**src/rtl/afifo_arb_pkg.sv**
```systemverilog
// Shared types and helpers for the async-FIFO write-port arbiter.
package afifo_arb_pkg;

  typedef enum logic {
    IDLE = 1'b0,
    LOCK = 1'b1
  } arb_state_e;

  // Index width for a vector of n entries; never narrower than one bit.
  function automatic int unsigned idx_w(input int unsigned n);
    return (n > 1) ? $clog2(n) : 1;
  endfunction

endpackage

```
**src/rtl/afifo_rr_picker.sv**
```systemverilog
// Combinational round-robin search: first set request strictly after i_ptr, wrapping.
module afifo_rr_picker
  import afifo_arb_pkg::*;
#(
  parameter int unsigned NUM_REQ = 4,
  parameter int unsigned IW      = idx_w(NUM_REQ)
) (
  input  logic [NUM_REQ-1:0] i_req,
  input  logic [IW-1:0]      i_ptr,
  output logic [NUM_REQ-1:0] o_onehot,
  output logic [IW-1:0]      o_idx,
  output logic               o_any
);

  logic          w_found;
  logic [IW-1:0] w_pos;

  always_comb begin
    o_onehot = '0;
    o_idx    = '0;
    w_found  = 1'b0;
    w_pos    = '0;
    for (int unsigned k = 1; k <= NUM_REQ; k++) begin
      w_pos = IW'((32'(i_ptr) + k) % NUM_REQ);
      if (!w_found && i_req[w_pos]) begin
        w_found         = 1'b1;
        o_idx           = w_pos;
        o_onehot[w_pos] = 1'b1;
      end
    end
  end

  assign o_any = |i_req;

endmodule

```
**src/rtl/afifo_wr_arbiter.sv**
```systemverilog
// Round-robin sharing of an async FIFO write port with wfull gating and write/stall statistics.
// Define AFIFO_ARB_BURST_LOCK_EN to keep a grant for up to MAX_BURST consecutive words.
module afifo_wr_arbiter
  import afifo_arb_pkg::*;
#(
  parameter int unsigned DATA_WIDTH = 8,
  parameter int unsigned NUM_REQ    = 4,
  parameter int unsigned MAX_BURST  = 4,
  parameter int unsigned CNT_WIDTH  = 16
) (
  input  logic                          wclk,
  input  logic                          wrst,
  input  logic [NUM_REQ-1:0]            req_valid,
  input  logic [NUM_REQ*DATA_WIDTH-1:0] req_data,
  output logic [NUM_REQ-1:0]            req_ready,
  input  logic                          wfull,
  output logic                          winc,
  output logic [DATA_WIDTH-1:0]         wdata,
  output logic [$clog2(NUM_REQ)-1:0]    grant_id,
  output logic                          grant_vld,
  output logic [CNT_WIDTH-1:0]          wr_count,
  output logic [CNT_WIDTH-1:0]          stall_count
);

  localparam int unsigned IW = idx_w(NUM_REQ);

  if ((NUM_REQ < 2) || (MAX_BURST < 1)) begin : g_bad_cfg
    $error("afifo_wr_arbiter: NUM_REQ must be >= 2 and MAX_BURST >= 1");
  end

  logic [IW-1:0]        r_ptr;
  logic [CNT_WIDTH-1:0] r_wr_count;
  logic [CNT_WIDTH-1:0] r_stall_count;

  logic [NUM_REQ-1:0] w_pick_oh;
  logic [IW-1:0]      w_pick_idx;
  logic               w_pick_any;

  logic               w_gnt_raw;
  logic [IW-1:0]      w_gnt_id;
  logic [NUM_REQ-1:0] w_gnt_oh;
  logic               w_stall;

  afifo_rr_picker #(
    .NUM_REQ (NUM_REQ),
    .IW      (IW)
  ) u_picker (
    .i_req    (req_valid),
    .i_ptr    (r_ptr),
    .o_onehot (w_pick_oh),
    .o_idx    (w_pick_idx),
    .o_any    (w_pick_any)
  );

`ifdef AFIFO_ARB_BURST_LOCK_EN
  localparam int unsigned BW = idx_w(MAX_BURST + 1);

  arb_state_e    r_state;
  logic [IW-1:0] r_owner;
  logic [BW-1:0] r_cnt;

  // While locked only the owner competes; a dropped owner valid yields a bubble.
  always_comb begin
    w_gnt_raw = w_pick_any;
    w_gnt_id  = w_pick_idx;
    w_gnt_oh  = w_pick_oh;
    if (r_state == LOCK) begin
      w_gnt_raw = req_valid[r_owner];
      w_gnt_id  = r_owner;
      w_gnt_oh  = NUM_REQ'(1) << r_owner;
    end
  end

  always_ff @(posedge wclk) begin
    if (wrst) begin
      r_state <= IDLE;
      r_owner <= '0;
      r_cnt   <= '0;
    end else begin
      case (r_state)
        IDLE: begin
          if (winc && (MAX_BURST > 1)) begin
            r_state <= LOCK;
            r_owner <= w_gnt_id;
            r_cnt   <= BW'(1);
          end
        end
        LOCK: begin
          if (!req_valid[r_owner]) begin
            r_state <= IDLE;
            r_cnt   <= '0;
          end else if (winc) begin
            if (r_cnt == BW'(MAX_BURST - 1)) begin
              r_state <= IDLE;
              r_cnt   <= '0;
            end else begin
              r_cnt <= r_cnt + BW'(1);
            end
          end
        end
        default: begin
          r_state <= IDLE;
          r_cnt   <= '0;
        end
      endcase
    end
  end
`else
  assign w_gnt_raw = w_pick_any;
  assign w_gnt_id  = w_pick_idx;
  assign w_gnt_oh  = w_pick_oh;
`endif

  // Full gating is combinational so a word is never pushed into a full FIFO.
  assign grant_vld = w_gnt_raw & ~wrst;
  assign winc      = grant_vld & ~wfull;
  assign req_ready = w_gnt_oh & {NUM_REQ{winc}};
  assign grant_id  = w_gnt_id;
  assign wdata     = req_data[32'(w_gnt_id) * DATA_WIDTH +: DATA_WIDTH];
  assign w_stall   = (|req_valid) & wfull;

  always_ff @(posedge wclk) begin
    if (wrst) begin
      r_ptr         <= IW'(NUM_REQ - 1);
      r_wr_count    <= '0;
      r_stall_count <= '0;
    end else begin
      if (winc) begin
        r_ptr      <= w_gnt_id;
        r_wr_count <= r_wr_count + CNT_WIDTH'(1);
      end
      if (w_stall && (r_stall_count != {CNT_WIDTH{1'b1}})) begin
        r_stall_count <= r_stall_count + CNT_WIDTH'(1);
      end
    end
  end

  assign wr_count    = r_wr_count;
  assign stall_count = r_stall_count;

endmodule
```
**config.mk**
```make
export PLATFORM = sky130hd
export DESIGN_NAME = afifo_wr_arbiter
export DESIGN_NICKNAME = d
export VERILOG_FILES = /design/src/rtl/afifo_arb_pkg.sv /design/src/rtl/afifo_rr_picker.sv /design/src/rtl/afifo_wr_arbiter.sv
export SDC_FILE = /design/constraint.sdc
export NUM_CORES = 1
export LEC_CHECK = 0
export ABC_CLOCK_PERIOD_IN_PS = 2600
export CORE_ASPECT_RATIO = 0.9
export CORE_MARGIN = 1.5
export CORE_UTILIZATION = 41
export DETAILED_ROUTE_END_ITERATION = 16
export PLACE_DENSITY = 0.8
export SYNTH_ARGS = -nofsm -noshare
export SYNTH_HDL_FRONTEND = slang
export SYNTH_SLANG_ARGS = --single-unit
```
**constraint.sdc**
```tcl
create_clock -name wclk -period 2.6 [get_ports wclk]
set_input_delay 0.26 -clock wclk [delete_from_list [all_inputs] [get_ports wclk]]
set_output_delay 0.26 -clock wclk [all_outputs]
set_load 0.02 [all_outputs]
```
Yosys cells after proc, flatten, opt, wreduce, memory -nomap -nowiden
Index checks and enable logic that the tools add are counted.
{"block": "word_totals", "reg_bits": 34, "latch_bits": 0, "ram_bits": 0, "mem_bits_ro": 0, "elab_cells": 67, "n_memories": 0}
{"block": "op_classes", "add_sub_neg": 6, "multipliers": 0, "n_div": 0, "magnitude_cmp": 8, "n_eq_ne": 1, "n_shift": 1, "n_mux": 27, "n_bitwise": 9, "reduce_logical": 12}
{"operator": "adder 16 x 1 -> 16 bit (second input constant)", "n": 2}
{"operator": "indexed part select 32 x 6 -> 8 bit", "n": 1}
{"operator": "2-to-1 mux 4 bit", "n": 4}
{"operator": "inequality test 16 bit (second input constant)", "n": 1}
{"operator": "less-than comparator 2 x 3 -> 1 bit (second input constant)", "n": 4}
{"operator": "bitwise OR 4 bit", "n": 3}
{"operator": "2-to-1 mux 1 bit", "n": 11}
{"operator": "binary-select mux 1 bit (select 2 bit)", "n": 4}
{"operator": "demux 1 bit (select 2 bit)", "n": 4}
{"operator": "greater-or-equal comparator 2 x 1 -> 1 bit (second input constant)", "n": 4}
{"operator": "logical AND 1 bit", "n": 8}
{"operator": "2-to-1 mux 2 bit", "n": 4}
{"operator": "adder 2 x 1 -> 2 bit (second input constant)", "n": 2}
{"operator": "adder 2 bit (second input constant)", "n": 2}
{"operator": "bitwise AND 4 bit", "n": 1}
{"operator": "OR reduction 4 bit", "n": 1}
{"operator": "bitwise AND 1 bit", "n": 3}
{"operator": "zero test 1 bit", "n": 3}
{"operator": "inverter 1 bit", "n": 2}

Depth between registers and ports, before layout
Gate-level depths: netlist of run 1.
{"block": "depth", "depth_word": 14, "ltp_mapped": 12}

Hierarchy
Synthesis of run 1 repeated with hierarchy kept, for this count alone.
{"block": "unflattened", "hier_cells": 277, "area_unflattened_um2": 2379.8}
{"module": "afifo_wr_arbiter", "instances": 1, "cells_per_inst": 207, "area_each_um2": 1839.3, "seq_area_each_um2": 680.7}
{"module": "afifo_rr_picker", "instances": 1, "cells_per_inst": 70, "area_each_um2": 540.5, "seq_area_each_um2": 0.0}

Least setup slack after synthesis of run 1
Ideal clock, no wire load.
{"block": "synth_timing", "path_kind": "register to output", "start": "register r_ptr[0]", "end": "output wdata[0]", "t_arrival_ns": 2.724, "t_required_ns": 2.340, "setup_slack_ns": -0.384, "stages_incl_launch_ff": 11, "n_path_buf": 3, "cell_sequence": "dfxtp_1 > buf_2 > inv_1 > ha_1 > buf_2 > mux2_2 > o21ai_1 > nand3b_1 > o41ai_1 > buf_4 > mux2i_1"}
{"block": "synth_via", "elab_chain_len": 14}
{"item": "start: declaration", "line_no": "afifo_wr_arbiter.sv:31", "source": "logic [IW-1:0] r_ptr;"}
{"item": "start signal: assignment", "line_no": "afifo_wr_arbiter.sv:124", "source": "r_ptr <= IW'(NUM_REQ - 1);"}
{"item": "start signal: assignment", "line_no": "afifo_wr_arbiter.sv:129", "source": "r_ptr <= w_gnt_id;"}
{"item": "adder 2 x 1 -> 2 bit", "line_no": "afifo_rr_picker.sv:24", "source": "w_pos = IW'((32'(i_ptr) + k) % NUM_REQ);"}
{"item": "binary-select mux 1 bit (select 2 bit)", "line_no": "afifo_rr_picker.sv:25", "source": "if (!w_found && i_req[w_pos]) begin"}
{"item": "2-to-1 mux 1 bit (not written as such)", "line_no": "afifo_rr_picker.sv:25"}
{"item": "2-to-1 mux 1 bit", "line_no": "afifo_rr_picker.sv:25"}
{"item": "zero test 1 bit", "line_no": "afifo_rr_picker.sv:25"}
{"item": "logical AND 1 bit", "line_no": "afifo_rr_picker.sv:25"}
{"item": "2-to-1 mux 1 bit", "line_no": "afifo_rr_picker.sv:25"}
{"item": "zero test 1 bit", "line_no": "afifo_rr_picker.sv:25"}
{"item": "logical AND 1 bit", "line_no": "afifo_rr_picker.sv:25"}
{"item": "2-to-1 mux 1 bit", "line_no": "afifo_rr_picker.sv:25"}
{"item": "zero test 1 bit", "line_no": "afifo_rr_picker.sv:25"}
{"item": "logical AND 1 bit", "line_no": "afifo_rr_picker.sv:25"}
{"item": "2-to-1 mux 2 bit (*)", "line_no": "afifo_rr_picker.sv:25"}
{"item": "indexed part select 32 x 6 -> 8 bit (*)", "line_no": "afifo_wr_arbiter.sv:119", "source": "assign wdata = req_data[32'(w_gnt_id) * DATA_WIDTH +: DATA_WIDTH];"}
{"item": "end: declaration", "line_no": "afifo_wr_arbiter.sv:18", "source": "output logic [DATA_WIDTH-1:0] wdata,"}
Mark *: on every way between the ends. The rest lies on a longest branch, timed or not. The select of a mux whose other input is x is not followed.

Worst setup path after layout of run 1
{"block": "layout_timing", "start": "register r_ptr[1]", "end": "output wdata[7]"}
The elaborated chain is that of the path after synthesis.

==> metrics.cfg, run 1 <==
[critical_path]
path_class = reg2out
crit_required_ns = 2.34
worstSetupStartpoint = r_ptr[1]
crit_fanout = 5
arrival_ns = 2.68
reg2reg_to = r_ptr[1]
rr_startpoint = r_ptr[1]
worst-r2r-cell-count = 11
end_kind = primary output
rrSetupSlack_ns = 0.37
setup.worst_path.start_class = flop

[die]
die_h_um = 74.76
core_sq_um = 5380
die_area_sq_um = 6185
fp.dieW_um = 82.74
initial_core_util = 0.4360
io_pins = 87
row_count = 25

[timing]
fin_ws_ns = -0.3356
maxSlewViolCount = 0
rsz0062_at_grt = yes
fin_worst_skew_ns = 0.007692
fin_crit_ns = 2.936
worst_pin_slew_ns = 0.5041
hold_violations = 0
clock.fmax_ghz = 0.3406
finalSetupViolations = 9
fin_hold_ws_ns = 0.5144
setup_tns_ns = -2.810
timing.final.crit_share = 1.129
max_slew_margin = 0.6624

[layout]
final_util = 0.7195
finalInstanceArea_sq_um = 3871
layout_common_cells = 71 x clkdlybuf4s50_1, 32 x nor2_1, 32 x buf_4, 32 x dfxtp_1, 25 x mux2i_1
nets = 442
n_antenna_cell = 0
drive_above_1_share = 0.2234
area_delta_synth_final_pct = 65.01
final_common_cell = clkdlybuf4s50_1
fill_cells = 413

[synth]
yosys_warnings = 0
synth_nets = 330
syn_avg_cell_area_sq_um = 8.349
asyncSetResetFlopFracSynth = 0
synth_area_sq_um = 2346
synth_edf_count = 0
seq_area_frac_synth = 0.2901
synth_cell_types = 44
synth_ff_type = dfxtp_1
ys_seq_elements = 34
netlist_instances = 281

[detailed_routing]
wirelength_um = 6376
top_layer_used = met4
wl_per_cell_um = 13.83
drtIter0Drc = 66
dr_total_vias = 2455
wl_met2_um = 3008
drt-pass1-iter-count = 4
drc = 0
wl_met1_um = 2793
drtAntennaViolNets = 0
post_drt_via_cell_ratio = 5.325
wl_met3_um = 517

[cts]
clkTransAtPathRegs_ns = 0.08
clock_path_buffers = 2
tritoncts = built
ctsHoldBuffers = 0
cts-root-buf = clkbuf_8
insertion_delay_ns = 0.29
cts_made_buffers = 5
h-tree-depth = 2
clock-sinks = 34

[hold_path]
min_from = wr_count[14]
whs_endpoint = wr_count[14]
hold_depth = 2
worstHoldPathType = reg2reg

[pwr]
p_leak_nw = 1.508
ir_drop_uv = 488.6
power_density_nw_per_um2 = 578.1

[global_routing]
grt_pass1_wl_um = 10080
grt_max_degree = 36
grt_pass1_vias = 2307
antenna_found_initial = 0
grt_util_all_layers = 0.2112
grt_overflow = 0

[status]
violations = negative setup slack
status = complete, but fails checks

[placement]
dp_hpwl_um = 4702
place_congestion = 0.8404
portBuffers = 86
placed_cell_area_sq_um = 3621

[job]
drv_cap = 0

-- worst max path at each step --
| stage | slack (ns) | cells after the start | end |
|---|---|---|---|
| global route | -0.44 | 11 | wdata[1] |
| floorplan | -0.11 | 12 | wdata[0] |
| global placement | -0.50 | 9 | wdata[7] |
| CTS | -0.40 | 10 | wdata[7] |
| finish | -0.34 | 11 | wdata[7] |
| detailed placement | -0.52 | 9 | wdata[7] |
-- layer usage --
metal | up-vias | track usage
li1 | 1231 | -
met1 | 1139 | 0.2493
met2 | 77 | 0.3659
met3 | 8 | 0.07273
met4 | 0 | 0.05741
met5 | - | 0
-- stage by stage --
step | std cells | power [mW] | worst slack [ns]
5_1_grt | 461 | 2.339 | -0.4447
6_report | 461 | 2.238 | -0.3356
3_5_place_dp | 446 | 1.546 | -0.5239
3_3_place_gp | 446 | 1.531 | -0.5039
4_1_cts | 459 | 2.235 | -0.3962
2_1_floorplan | 281 | 1.195 | -0.1099
-- repair_timing --
item,in CTS,in global routing
resized for setup,75,13
pin swaps,3,5
gates cloned,1,0
setup buffers,4,3
endpoints found under the setup margin,15,15
-- synthesized netlist by cell type (all sizes together), types with 2 or more instances --
cell type / instances / area share
a22o: 5 / 0.019
xnor2: 7 / 0.026
nand2: 16 / 0.026
nor4: 4 / 0.013
buf: 10 / 0.026
xor2: 15 / 0.056
nor2b: 3 / 0.0080
inv: 10 / 0.016
nor3: 4 / 0.0085
nor2: 32 / 0.051
dfxtp: 34 / 0.29
mux2i: 38 / 0.17
nand4: 13 / 0.037
o21ai: 16 / 0.034
nand3b: 2 / 0.0064
a21oi: 15 / 0.032
and3: 3 / 0.0080
ha: 10 / 0.053
a31oi: 2 / 0.0053
clkbuf: 7 / 0.011
or3: 8 / 0.021
nand3: 8 / 0.017
nand2b: 3 / 0.0080
and4: 4 / 0.015
-- worst max-delay path: stages (launching register included) --
cell        delay (ns)
dfxtp_2           0.35
clkinvlp_4        0.11
ha_4              0.33
mux2i_2           0.22
mux2i_1           0.12
o32ai_1           0.29
nand3b_1          0.18
o41ai_4           0.09
buf_4             0.18
clkbuf_16         0.15
mux2i_4           0.22
buf_6             0.14
-- flip-flops by register name, indices dropped and copies added, names as in the netlist --
| name | cells |
|---|---|
| wr_count | 16 |
| r_ptr | 2 |
| stall_count | 16 |
-- power by group --
group | internal [mW] | switching [mW] | total [mW]
registers | 0.532 | 0.0141 | 0.546
clock network | 0.384 | 0.210 | 0.594
logic | 0.609 | 0.489 | 1.10
-- logic make-up (layout without fill, tap and decap cells) --
logic type,count (synthesis),after routing,share of synthesized area
simple gates,102,102,0.2272
mux,39,39,0.1723
compound gates,47,47,0.1221
xor+xnor,22,22,0.08214
flops,34,34,0.2901
fa+ha+maj,10,10,0.05333
buf+inv,27,140,0.05280
-- layout make-up --
class / count / area [sq um] / area share
clock buffer: 5 / 68.82 / 0.01778
multi-input combinational: 220 / 1747 / 0.4512
inverter: 10 / 41.29 / 0.01067
clock inverter: 3 / 68.82 / 0.01778
tap: 67 / 83.83 / 0.02165
timing repair buffer: 122 / 1179 / 0.3045
sequential: 34 / 683.2 / 0.1765
Power figures use the tool's default switching activity.
==> inputs of run 2 (changes only) <==
HOLD_SLACK_MARGIN = 0.12   (was unset)
==> results of run 2 <==
Final layout, timing and power as in run 1 (identical DEF).
